**src/rtl/mem_port_arbiter.sv**
```systemverilog
// -----------------------------------------------------------------------------
// mem_port_arbiter
//
// Shares the single SDRAM controller command port between the instruction
// fetch path (I, read-only) and the data path (D, read/write). Only one
// transaction is outstanding at a time. D wins contested arbitration unless
// I has already lost STARVE_MAX contested rounds in a row, in which case I is
// forced through.
//
// Transaction flow: IDLE -> ISSUE -> (WAIT) -> RESP -> IDLE
//
// Ports
//   clk, rst                 clock, asynchronous active-high reset
//   i_req/i_addr             fetch request and address, held until i_done
//   i_rdata/i_done           fetch data and one-cycle completion pulse
//   d_req/d_we/d_addr/
//   d_wdata/d_be             data request and command, held until d_done
//   d_rdata/d_done           load data and one-cycle completion pulse
//   mem_req/mem_we/mem_addr/
//   mem_wdata/mem_be         registered command toward the SDRAM controller
//   mem_ack                  controller accepted the command
//   mem_rvalid/mem_rdata     read data valid / write completed
//   busy                     a transaction is in progress
//   err                      sticky: mem_rvalid arrived when none was expected
// -----------------------------------------------------------------------------
module mem_port_arbiter #(
    parameter int AW         = 24,
    parameter int DW         = 32,
    parameter int STARVE_MAX = 4
) (
    input  logic              clk,
    input  logic              rst,
    // instruction fetch side
    input  logic              i_req,
    input  logic [AW-1:0]     i_addr,
    output logic [DW-1:0]     i_rdata,
    output logic              i_done,
    // data side
    input  logic              d_req,
    input  logic              d_we,
    input  logic [AW-1:0]     d_addr,
    input  logic [DW-1:0]     d_wdata,
    input  logic [DW/8-1:0]   d_be,
    output logic [DW-1:0]     d_rdata,
    output logic              d_done,
    // SDRAM controller command port
    output logic              mem_req,
    output logic              mem_we,
    output logic [AW-1:0]     mem_addr,
    output logic [DW-1:0]     mem_wdata,
    output logic [DW/8-1:0]   mem_be,
    input  logic              mem_ack,
    input  logic              mem_rvalid,
    input  logic [DW-1:0]     mem_rdata,
    // status
    output logic              busy,
    output logic              err
);

    localparam int            BW         = DW / 8;
    localparam logic [3:0]    STARVE_LIM = 4'(STARVE_MAX);

    typedef enum logic [1:0] {
        IDLE  = 2'd0,
        ISSUE = 2'd1,
        WAIT  = 2'd2,
        RESP  = 2'd3
    } state_t;

    typedef enum logic {
        OWN_I = 1'b0,
        OWN_D = 1'b1
    } owner_t;

    state_t          state;
    state_t          state_nxt;
    owner_t          owner;
    logic [3:0]      starve_cnt;
    logic            grant_d;
    logic            start;
    logic            capture;

    logic            cmd_we;
    logic [AW-1:0]   cmd_addr;
    logic [DW-1:0]   cmd_wdata;
    logic [BW-1:0]   cmd_be;
    logic [DW-1:0]   i_rdata_q;
    logic [DW-1:0]   d_rdata_q;
    logic            err_q;

    // Arbitration: D wins unless I has been passed over STARVE_MAX times in
    // a row while both were requesting.
    // NOTE: every signal assigned in an always_comb gets a default first so
    // no path leaves it unassigned, which would infer a latch.
    always_comb begin
        grant_d = 1'b0;
        if (d_req && !i_req)
            grant_d = 1'b1;
        else if (d_req && i_req)
            grant_d = (starve_cnt != STARVE_LIM);
    end

    assign start = (state == IDLE) && (i_req || d_req);

    // Read data is taken either together with the ack or later in WAIT.
    assign capture = ((state == ISSUE) && mem_ack && mem_rvalid) ||
                     ((state == WAIT)  && mem_rvalid);

    // ---------------------------------------------------------------- FSM: state register
    // NOTE: sequential state uses non-blocking assignments so every register
    // samples pre-edge values regardless of block ordering.
    always_ff @(posedge clk or posedge rst) begin
        if (rst)
            state <= IDLE;
        else
            state <= state_nxt;
    end

    // ---------------------------------------------------------------- FSM: next state
    always_comb begin
        state_nxt = state;
        case (state)
            IDLE:    if (i_req || d_req) state_nxt = ISSUE;
            ISSUE:   if (mem_ack)        state_nxt = mem_rvalid ? RESP : WAIT;
            WAIT:    if (mem_rvalid)     state_nxt = RESP;
            RESP:                        state_nxt = IDLE;
            default:                     state_nxt = IDLE;
        endcase
    end

    // ---------------------------------------------------------------- FSM: outputs
    always_comb begin
        mem_req = (state == ISSUE);
        busy    = (state != IDLE);
        i_done  = (state == RESP) && (owner == OWN_I);
        d_done  = (state == RESP) && (owner == OWN_D);
    end

    // ---------------------------------------------------------------- command / response datapath
    // NOTE: the command and read-data registers are reset as well, because
    // every output must read 0 while rst is asserted.
    always_ff @(posedge clk or posedge rst) begin
        if (rst) begin
            owner      <= OWN_I;
            starve_cnt <= '0;
            cmd_we     <= 1'b0;
            cmd_addr   <= '0;
            cmd_wdata  <= '0;
            cmd_be     <= '0;
            i_rdata_q  <= '0;
            d_rdata_q  <= '0;
            err_q      <= 1'b0;
        end else begin
            if (start) begin
                owner     <= grant_d ? OWN_D : OWN_I;
                cmd_we    <= grant_d && d_we;
                cmd_addr  <= grant_d ? d_addr : i_addr;
                cmd_wdata <= grant_d ? d_wdata : '0;
                cmd_be    <= grant_d ? d_be : '1;
                // Only contested rounds count toward starvation; an I grant
                // of either kind restarts the count.
                if (i_req && d_req)
                    starve_cnt <= grant_d ? starve_cnt + 4'd1 : 4'd0;
                else if (i_req)
                    starve_cnt <= 4'd0;
            end

            // Writes leave the owner's rdata untouched so it keeps the last load.
            if (capture) begin
                if (owner == OWN_I)
                    i_rdata_q <= mem_rdata;
                else if (!cmd_we)
                    d_rdata_q <= mem_rdata;
            end

            if (mem_rvalid && ((state == IDLE) || (state == RESP)))
                err_q <= 1'b1;
        end
    end

    assign mem_we    = cmd_we;
    assign mem_addr  = cmd_addr;
    assign mem_wdata = cmd_wdata;
    assign mem_be    = cmd_be;
    assign i_rdata   = i_rdata_q;
    assign d_rdata   = d_rdata_q;
    assign err       = err_q;

endmodule

```
**config.mk**
```make
export PLATFORM = sky130hd
export DESIGN_NAME = mem_port_arbiter
export DESIGN_NICKNAME = d
export VERILOG_FILES = /design/src/rtl/mem_port_arbiter.sv
export SDC_FILE = /design/constraint.sdc
export NUM_CORES = 1
export LEC_CHECK = 0
export CAP_MARGIN = 10
export CORE_ASPECT_RATIO = 1.75
export CORE_UTILIZATION = 44
export CTS_CLUSTER_SIZE = 30
export DETAILED_ROUTE_END_ITERATION = 8
export GPL_TIMING_DRIVEN = 0
export PLACE_DENSITY = 0.92
export SLEW_MARGIN = 20
export SYNTH_ARGS = -nofsm -noshare
export SYNTH_HDL_FRONTEND = slang
export SYNTH_SLANG_ARGS = --single-unit
export TNS_END_PERCENT = 20
```
**constraint.sdc**
```tcl
create_clock -name clk -period 7.6 [get_ports clk]
set_input_delay 0.76 -clock clk [delete_from_list [all_inputs] [get_ports clk]]
set_output_delay 0.76 -clock clk [all_outputs]
set_load 0.02 [all_outputs]
```
== Yosys cells after proc, flatten, opt, wreduce, memory -nomap -nowiden ==
Index checks and enable logic that the tools add are counted.

* Bitwise logic cells: 2
* Eq/ne operators: 7
* $add $sub $neg: 1
* Multiplexer cells: 14
* Shift operators: 0
* Multiply operators: 0
* Magnitude comparators: 0
* Reductions and logical operators: 21
* Div/mod/pow operators: 0

{| class="wikitable"
|+ Operator list
! operator !! count
|-
| $mux W32 || 1
|-
| $mux W24 || 1
|-
| $mux W4 || 4
|-
| $logic_and A1 B1 Y1 || 10
|-
| $pmux W2 S4 || 1
|-
| $mux W2 || 3
|-
| $reduce_and A3 Y1 || 2
|-
| $add A4 B1 Y4 const B || 1
|-
| $eq A2 B2 Y1 const B || 2
|-
| $mux W1 || 4
|-
| $ne A2 B2 Y1 const B || 2
|-
| $ne A4 B3 Y1 const B || 1
|-
| $reduce_and A2 Y1 || 2
|-
| $reduce_bool A2 Y1 || 2
|-
| $logic_or A1 B1 Y1 || 3
|-
| $eq A2 B1 Y1 const B || 1
|-
| $logic_not A2 Y1 || 1
|-
| $ne A2 B1 Y1 const B || 1
|-
| $not A1 Y1 || 2
|-
| $logic_not A1 Y1 || 1
|}

* Memories kept: 0
* ROM bits: 0
* Word-level logic and storage cells: 55
* Output and inout port bits: 130
* Bits of input ports: 123
* Register bits: 133
* Memory bits (writable): 0
* Latch bits: 0

== Longest topological paths before layout ==
* Word-level depth: 5
* Depth in mapped cells: 8
* Depth with buffers taken out: 6

== Least setup slack after synthesis ==
No wires, ideal clock.

* Path kind: register -> register
* Start point: register state[1]
* End point: register d_rdata_q[0] (netlist: d_rdata[0])
* Clock period less this slack: 2.082 ns
* Arrival time: 1.957 ns
* Buffers on the path: 2
* Setup slack: 5.518 ns
* Stages on the path, launching flop included: 8
* Setup time: 0.125 ns
* Path through: dfrtp_1 inv_1 ha_1 a21oi_1 or4b_4 buf_6 buf_12 mux2_4

* Word-level cells in the longest chain between the ends: 5
* Elaborated cells between the ends (all ways): 7
* Classes of those cells: 2 x eq/ne; 5 x reduce/logical

{| class="wikitable"
|+ RTL lines
! what !! line !! text
|-
| from (decl) || 75 || <nowiki>state_t state;</nowiki>
|-
| from (signal assigned) || 116 || <nowiki>state <= state_nxt;</nowiki>
|-
| $eq A2 B1 Y1 || -- ||
|-
| via mem_req || 47 || <nowiki>output logic mem_req,</nowiki>
|-
| $logic_and A1 B1 Y1 (2 in a row) || 106 || <nowiki>assign capture = ((state == ISSUE) && mem_ack && mem_rvalid) ||</nowiki>
|-
| $logic_or A1 B1 Y1 || 106 ||
|-
| $reduce_and A3 Y1 (no line) || -- ||
|-
| to (signal assigned) || 173 || <nowiki>d_rdata_q <= mem_rdata;</nowiki>
|-
| to (decl) || 88 || <nowiki>logic [DW-1:0] d_rdata_q;</nowiki>
|}

The timed path passes the listed nets, and every way through them passes these cells.
A chain may end at the register's enable or synchronous reset.

== Final worst setup path ==
* Start point: register state[0]
* End point: output busy

* Word-level cells in the longest chain between the ends: 1

{| class="wikitable"
|+ RTL lines
! what !! line !! text
|-
| $reduce_bool A2 Y1 || 134 || <nowiki>busy = (state != IDLE);</nowiki>
|-
| to (decl) || 56 || <nowiki>output logic busy,</nowiki>
|}

Every way passes these cells.

==> results by group <==
Run status
  – Run status: finished, final reports clean

Critical path
  – Setup crit end: busy
  – Crit-path most repeated cell: inv_1
  – CP Launch Type: flip-flop
  – R2r setup slk: roughly 5300 ps
  – CP required: 6840 ps
  – Delay-heaviest family, CP: buffers and inverters
  – Slowest CP cell: clkdlybuf4s50_1
  – Reg2reg start: state[0]
  – Arr. time, crit path: between 1500 and 2000 ps
  – WP depth: 4
  – Crit path max fanout: 7
  – Worst r2r path cells: 6
  – Max incr delay on CP: 630 ps
  – CP Cell Sequence: inv_1 > ha_1 > inv_1 > clkdlybuf4s50_1
  – Terminus of the critical flop-to-flop path: mem_wdata[3]
  – Critical path endpoint category: output pin
  – Crit Path Class: reg -> out
  – Beginning of the critical path: state[0]
  – CP bufs+invs: 3

Hold path
  – Worst Hold Class: reg -> reg

Final layout
  – Diode count: 0
  – Commonest non-fill, non-tap cell in the layout: clkdlybuf4s50_1
  – Final Util: 0.729
  – FF/Latch Area: roughly 3300 um2
  – Layout cell share with drive strength beyond 1: 0.163
  – Nets@finish: approximately 800
  – Commonest non-fill, non-tap cells in the layout: clkdlybuf4s50_1, dfrtp_1, a21oi_1
  – Synth-to-layout area growth: 61.5%
  – Multi-input logic area: roughly 1900 um2
  – Fill cells: 809

Synth
  – Post-synth top flop: dfrtp_1
  – Post-synthesis cell count: ~410
  – Synth Cell Area: ~5400 um2
  – Synth Net Count: 534
  – Ys Warns: 0
  – Seq cells post-synth: 133
  – Ys async rst share: 1.00
  – Post-synthesis sequential area ratio: 0.618
  – Number of synthesized flops with an enable pin: 0
  – Syn avg cell area: ~13 um2
  – Distinct cells, synth: 32

Detailed routing
  – 1st-iter DRT viols: 150
  – Via count: ~4,400
  – Routed wire length: 15,300 um
  – WL/cell: about 19 um
  – DR DRC count: 0
  – ANT nets after route: 0
  – Via density: between 5 and 6
  – First-pass detailed-route iteration total: 5

GRT
  – First-pass GRT wire length: between 20,000 and 25,000 um
  – Largest net degree at the start of global routing: ~110
  – Grt ovf: 0
  – Gr usage total: 0.246
  – Vias in the first global route: a little under 5,000
  – Initial antenna violation count: 0

Power and ir drop
  – PwrDens: approximately 460 nW/um2
  – Leak Pwr: 3.85 nW
  – Max VDD drop: 255 uV

Placement
  – DP Wirelength: approximately 11,000 um
  – # port buffers: around 250
  – Placer Congestion: 0.822

Clocking
  – H-tree depth: 4
  – Post-cts gate resize count: 0
  – Clock Path Buffers: 2
  – # hold bufs at CTS: 0
  – Post-CTS Setup Repair Bufs: 0
  – Clock latency at the later pin of the worst-skew pair: roughly 400 ps
  – Clock Pin Slew Worst Setup and Hold Paths: roughly 60 ps
  – CTS Buf Count: 17
  – CTS sink cnt: roughly 130
  – CTS tree: yes
  – Clock Tree Root: clkbuf_16

Floorplan
  – Initial Utilization: 0.451
  – DIE WIDTH: roughly 86 um
  – # rows: between 50 and 60
  – Die Ht: ~150 um
  – Core Region: approximately 12,000 um2
  – DIE AREA: 12,700 um2
  – Ports: 253

STA
  – Max_slew headroom: 0.529
  – RSZ-0062 raised after global routing: false
  – Setup violators final: 0
  – Fmax: between 0.3 and 0.4 GHz
  – Fin. Hold Viols: 0
  – Final period util: 0.360
  – Worst Max-Slew Pin Slew: 704 ps
  – Crit path time final: about 2700 ps
  – TNS Setup: 0 ps
  – Skew final: about 10 ps
  – Max Slew Vio Count: 0
  – Worst hold slack: 458 ps

Run
  – MaxCap Viol Count: 0
==> cells by family after synthesis <==
family                     Yosys count  synth area share
DFF                                133             0.618
AOI/OAI and AO/OA                   98             0.122
buffers and inverters               32            0.0346
muxes                               65             0.157
and+or+nand+nor                     71            0.0548
adders and majority gates            6            0.0139
==> power breakdown <==
part	switching, mW	total (mW)	internal, mW
logic	0.912	1.91	0.995
clock network	0.308	0.808	0.500
registers	0.204	1.25	1.05
==> worst min path at each step <==
stage                        from             to  cells past startpoint
floorplan           starve_cnt[3]  starve_cnt[3]                      1
global placement              err            err                      1
detailed placement            err            err                      1
CTS                           err            err                      1
global route                  err            err                      1
finish                        err            err                      1
==> routing by layer <==
layer	up-vias	GRT usage	part of all wire	wire length [um]
li1	1969	-	-	-
met1	2183	0.260	0.36	5530
met4	0	0.0975	0.025	388
met5	-	0	0	0
met3	26	0.0599	0.057	879
met2	196	0.460	0.56	8540
==> cells in the mapped netlist (5+ instances only) <==
library cell | n | area share
buf_2 | 8 | 0.0074
nor2_1 | 28 | 0.020
a22o_1 | 33 | 0.054
nand2_1 | 34 | 0.024
o22a_1 | 5 | 0.0081
ha_1 | 6 | 0.014
clkbuf_1 | 11 | 0.0077
inv_1 | 8 | 0.0056
a21oi_1 | 49 | 0.046
mux2_4 | 30 | 0.084
dfrtp_1 | 133 | 0.62
mux2_2 | 34 | 0.071
==> cell type report <==
type,instances,area share
flip-flops and latches,133,0.383
repair buffers,253,0.293
multi-input cells,240,0.215
clock buffers,20,0.0525
well taps,137,0.0197
plain buffers,23,0.0176
clock inverters,11,0.0145
inverters,9,0.00475
==> worst register-to-register path: stages (launching register included) <==
cell	delay, ps
dfrtp_1	440
inv_1	100
ha_1	290
o21ai_1	220
clkbuf_1	460
clkbuf_1	480
a22o_1	230
==> stage by stage <==
step,instances,total power [mW],worst slack (ps),instance area (um2)
floorplan,405,2.24,3290,5380
detailed placement,795,3.16,4770,8110
CTS,826,3.99,4850,8700
global placement,794,3.08,1640,8080
finish,826,3.96,4860,8700
global route,826,4.16,4760,8700
==> state kept, by name (all words and copies together) (netlist names) <==
name and cells:
err 1, mem_we 1, owner 1, mem_be 4
starve_cnt 4, mem_wdata 32, d_rdata 32, i_rdata 32
state 2, mem_addr 24
No activity file was read; power rests on OpenSTA's default activity.
==> edit 1 (same settings) <==
Set the parameter `DW` to 28 (it was 32).
--- a/src/rtl/mem_port_arbiter.sv
+++ b/src/rtl/mem_port_arbiter.sv
@@ -26,5 +26,5 @@
 module mem_port_arbiter #(
     parameter int AW         = 24,
-    parameter int DW         = 32,
+    parameter int DW         = 28,
     parameter int STARVE_MAX = 4
 ) (
Ports: changed (7 resized); port bits go from 253 to 231. No check against the original RTL was run, so the function may have changed too.
==> edit 1 against the original RTL <==
- sequential power shrank 9.6%
- routed wire length shrank 7.2%
- power shrank 7.0%
- cell area shrank 8.2%
- sequential cell count shrank 13
- area after synthesis shrank 9.6%
- global-route usage grew 1.4 points
- clock skew shrank 0.0023 ns
- worst setup slack lost 0.073 ns
==> edit 1: results (changes against the original RTL) <==
[global_routing]
grt_max_degree=63  ; -43%
grt_pass1_vias=4457  ; -7.5%
grt.total_usage_pct=26.0  ; +1.4 points
grt_pass1_wl_um=22200  ; -7.9%
gr-total-overflow=0  ; unchanged

[placement]
io_buffers=230  ; -8.7%
dp_hpwl_um=10500  ; -7.9%
place_area_um2=7370  ; -9.2%
post-place-cells=738  ; -7.2%
gp_congestion=0.799  ; -2.9%
dpl_worst_slack_ns=4.74  ; -0.0327 ns

[critical_path]
crit_fanout=7  ; unchanged
arrival_ns=2.05  ; +0.07 ns

[timing]
fin_skew_ns=0.00768  ; -0.00231 ns
slew_headroom_pct=44.6  ; -8.3 points

[route]
avgViaCountPerCell=5.23  ; -1.2%
vias=4020  ; -8.1%
wl_per_cell_um=18.5  ; -0.20%
drt-pass1-iter-count=4  ; -1
drtIter0Drc=169  ; +13%

[synthesis]
synthXorXnorAreaFrac_pct=0  ; unchanged
synth_compound_area_share_pct=12.6  ; +0.39 points
synth_cell_types=33  ; +3.1%
synth.area.mux_share_pct=14.7  ; -0.97 points
ys_dominant_reg_cell=dfrtp_1
synth.net_count=497  ; -6.9%
syn_inst=377  ; -6.9%
yosys.area_share.adder_pct=1.54  ; +0.15 points
synth_common_cells=120 x dfrtp_1, 49 x a21oi_1, 36 x mux2_2, 34 x nand2_1, 29 x a22o_1
seq_area_frac_synth_pct=61.7  ; -0.15 points
synthTopCellsByArea=dfrtp_1 62%, mux2_2 8.3%, mux2_4 6.2%, a22o_1 5.2%, a21oi_1 5.0%

[power]
leakage_nw=3.51  ; -8.9%
peakVddDrop_uv=283  ; +11%
p_sw_share_pct=34.9  ; -1.0 points

[run_status]
outcome=completed

[layout]
fillers=692  ; -14%
antenna_cells=0  ; unchanged
post-route-util_pct=74.2  ; +1.4 points
drive_above_1_share_pct=15.5  ; -0.74 points
num-nets-final=747  ; -7.3%

[clock_tree]
cts_resized=0  ; unchanged
cts_made_buffers=17  ; unchanged
clk_latency_ns=0.41
cts.clk_slew.worst_paths_ns=0.05
cts_setup_buffers=0  ; unchanged
h-tree-depth=4  ; unchanged

[min_path]
hp-class=reg -> reg

edit 1: final timing paths:
| kind | cells after the start | from | slack, ns | endpoint |
|---|---|---|---|---|
| max in group asynchronous | 3 | rst | 6.08 | i_rdata[20] |
| worst max register to register | 6 | state[1] | 5.31 | i_rdata[7] |
| worst min-delay path | 1 | err | 0.47 | err |
| worst max-delay path | 5 | state[0] | 4.79 | busy |
| min in group asynchronous | 2 | rst | 0.81 | i_rdata[9] |
| worst min register to register | 1 | err | 0.47 | err |
edit 1: kinds of logic (layout without fill, tap and decap cells):
family / count (synthesis) / count (layout)
DFF: 120 / 120
muxes: 57 / 57
adders and majority gates: 6 / 6
AOI/OAI and AO/OA: 93 / 93
buffers and inverters: 30 / 291
and+or+nand+nor: 71 / 71
edit 1: layout make-up:
type / instances / area share (%)
tap: 130 / 2.04
multi-input combinational: 227 / 21.3
clock inverter: 8 / 1.82
timing repair buffer: 231 / 29.2
clock buffer: 22 / 5.94
buffer: 21 / 1.63
sequential: 120 / 37.6
inverter: 9 / 0.486
edit 1: routing by layer:
metal	GRT usage (%)	share of wire, %	wire [um]
met1	26.3	34	4890
met2	46.3	55	7860
met3	8.61	7.4	1050
met4	12.0	3.0	431
met5	0	0	0
edit 1: power groups by stage:
stage	sequential, mW	combinational [mW]	clock [mW]
2_1_floorplan	1.46	0.555	0
3_3_place_gp	1.11	1.66	0
3_5_place_dp	1.13	1.72	0
4_1_cts	1.13	1.73	0.856
5_1_grt	1.16	1.83	0.885
6_report	1.13	1.71	0.845
edit 1: worst max-delay path, stage by stage (launching register included):
cell	delay (ns)
dfrtp_1	0.43
inv_1	0.10
ha_1	0.20
buf_2	0.16
inv_1	0.10
clkdlybuf4s50_1	0.66
==> edit 2 (same settings) <==
Without the edit above. Encoding of `state_t`: now Gray code (2 bits for 4 states).
--- a/src/rtl/mem_port_arbiter.sv
+++ b/src/rtl/mem_port_arbiter.sv
@@ -62,8 +62,8 @@
 
     typedef enum logic [1:0] {
-        IDLE  = 2'd0,
-        ISSUE = 2'd1,
-        WAIT  = 2'd2,
-        RESP  = 2'd3
+        IDLE  = 2'b00,
+        ISSUE = 2'b01,
+        WAIT  = 2'b11,
+        RESP  = 2'b10
     } state_t;
 
Formal check against the unedited RTL: no difference found for any inputs over 10 cycles, from zero or initial values and one cycle with rst high; not proved beyond that.
==> edit 2 against the original RTL <==
- worst setup slack got worse by 0.29 ns
- routed wire length is 6.0% higher
- via count up 4.7%
- cell area rose by 0.49%
- sequential cell count is the same
- largest power group unchanged
- area after synthesis hardly changed
- power shrank 1.7%
==> edit 2: results (changes against the original RTL) <==
[run_status]
outcome=completed

[clock_tree]
clk_latency_ns=0.41
cts.clk_slew.worst_paths_ns=0.06  ; about the same
cts.path.max_buffers=2  ; unchanged
cts_resized=0  ; unchanged
root_buffer=clkbuf_16
h-tree-depth=4  ; unchanged
cts_made_buffers=17  ; unchanged

[route]
drtIter0Drc=129  ; -14%
wl_per_cell_um=19.0  ; +2.1%
drt-pass1-iter-count=4  ; -1
avgViaCountPerCell=5.34  ; +0.90%

[critical_path]
cpPeakStageDelay_ns=0.55  ; -0.08 ns
crit_fanout=10  ; +3
cp_slowest_cell=clkdlybuf4s50_1
arrival_ns=2.27  ; +0.29 ns

[placement]
dp_hpwl_um=12300  ; +8.5%
io_buffers=252  ; unchanged
dpl_worst_slack_ns=5.01  ; +0.236 ns
place_area_um2=8150  ; +0.43%
gp_congestion=0.811  ; -1.4%

[global_routing]
grt.total_usage_pct=26.0  ; +1.4 points
grt_max_degree=77  ; -31%
grt_pass1_vias=5036  ; +4.5%
grt_pass1_wl_um=25300  ; +5.0%

[synthesis]
synthTopCellsByArea=dfrtp_1 62%, mux2_2 11%, a22o_1 5.5%, a31oi_1 2.9%, nand3_1 2.5%
ys_dominant_reg_cell=dfrtp_1
synth_common_cells=133 x dfrtp_1, 52 x mux2_2, 34 x a22o_1, 27 x nand3_1, 26 x o21ai_0
synth_cell_types=35  ; +9.4%
synth.net_count=533  ; -0.19%
seq_area_frac_synth_pct=61.8  ; about the same
ys_warn_count=0  ; unchanged

[power]
peakVddDrop_uv=200  ; -22%
leakage_nw=3.64  ; -5.5%

[layout]
drive_above_1_share_pct=16.0  ; -0.21 points
num-nets-final=805  ; -0.12%

[timing]
slew_headroom_pct=63.3  ; +10 points
fin_skew_ns=0.0131  ; +0.00310 ns

## edit 2: power breakdown
group | internal, mW | leakage (nW) | switching [mW]
clock network | 0.492 | 0.278 | 0.329
logic | 0.919 | 1.76 | 0.916
registers | 1.03 | 1.60 | 0.208
total | 2.45 | 3.64 | 1.45
## edit 2: final timing paths
check,startpoint,end,slack (ns),cells past startpoint
worst min-delay path,err,err,0.48,1
max in group asynchronous,rst,i_rdata[3],6.05,3
worst max register to register,starve_cnt[0],mem_addr[3],5.65,6
worst max-delay path,state[1],busy,4.57,5
min in group asynchronous,rst,mem_wdata[18],0.79,2
worst min register to register,err,err,0.48,1
## edit 2: cells by family after synthesis
logic type | synth area share, %
simple gates | 5.64
mux | 13.4
buf+inv | 3.86
fa+ha+maj | 0.465
flops | 61.8
compound gates | 14.9
## edit 2: metrics by stage
step | hold WS, ns | std cells | power [mW]
after floorplan | 0.494 | 408 | 2.17
after global placement | 0.442 | 825 | 2.99
after detailed placement | 0.465 | 826 | 3.08
after CTS | 0.478 | 857 | 3.92
after global routing | 0.495 | 857 | 4.09
final | 0.481 | 857 | 3.90
## edit 2: area by class of cell
| cell class | instances | area [um2] |
|---|---|---|
| fill | 785 | 3260 |
| clock buffer | 17 | 425 |
| timing repair buffer | 253 | 2550 |
| multi-input combinational | 236 | 1850 |
| tap | 165 | 206 |
| clock inverter | 14 | 165 |
| sequential | 133 | 3330 |
| buffer | 32 | 181 |
| inverter | 7 | 31.3 |
## edit 2: worst reg2reg max path, delay by kind of cell (launching register included)
family	cells	cell delay (ns)
adder cells (fa/ha/maj)	1	0.24
buffers and inverters	2	0.47
flip-flops	1	0.43
AND/OR/NAND/NOR	1	0.36
AO/OA/AOI/OAI	2	0.37
## edit 2: metal layers
layer | part of all wire [%] | track usage, % | routed length [um] | up-vias
met3 | 6.1 | 6.10 | 989 | 43
met5 | 0 | 0 | 0 | -
li1 | - | - | - | 2052
met4 | 3.5 | 13.1 | 563 | 0
met1 | 34 | 26.3 | 5590 | 2258
met2 | 56 | 48.8 | 9110 | 226
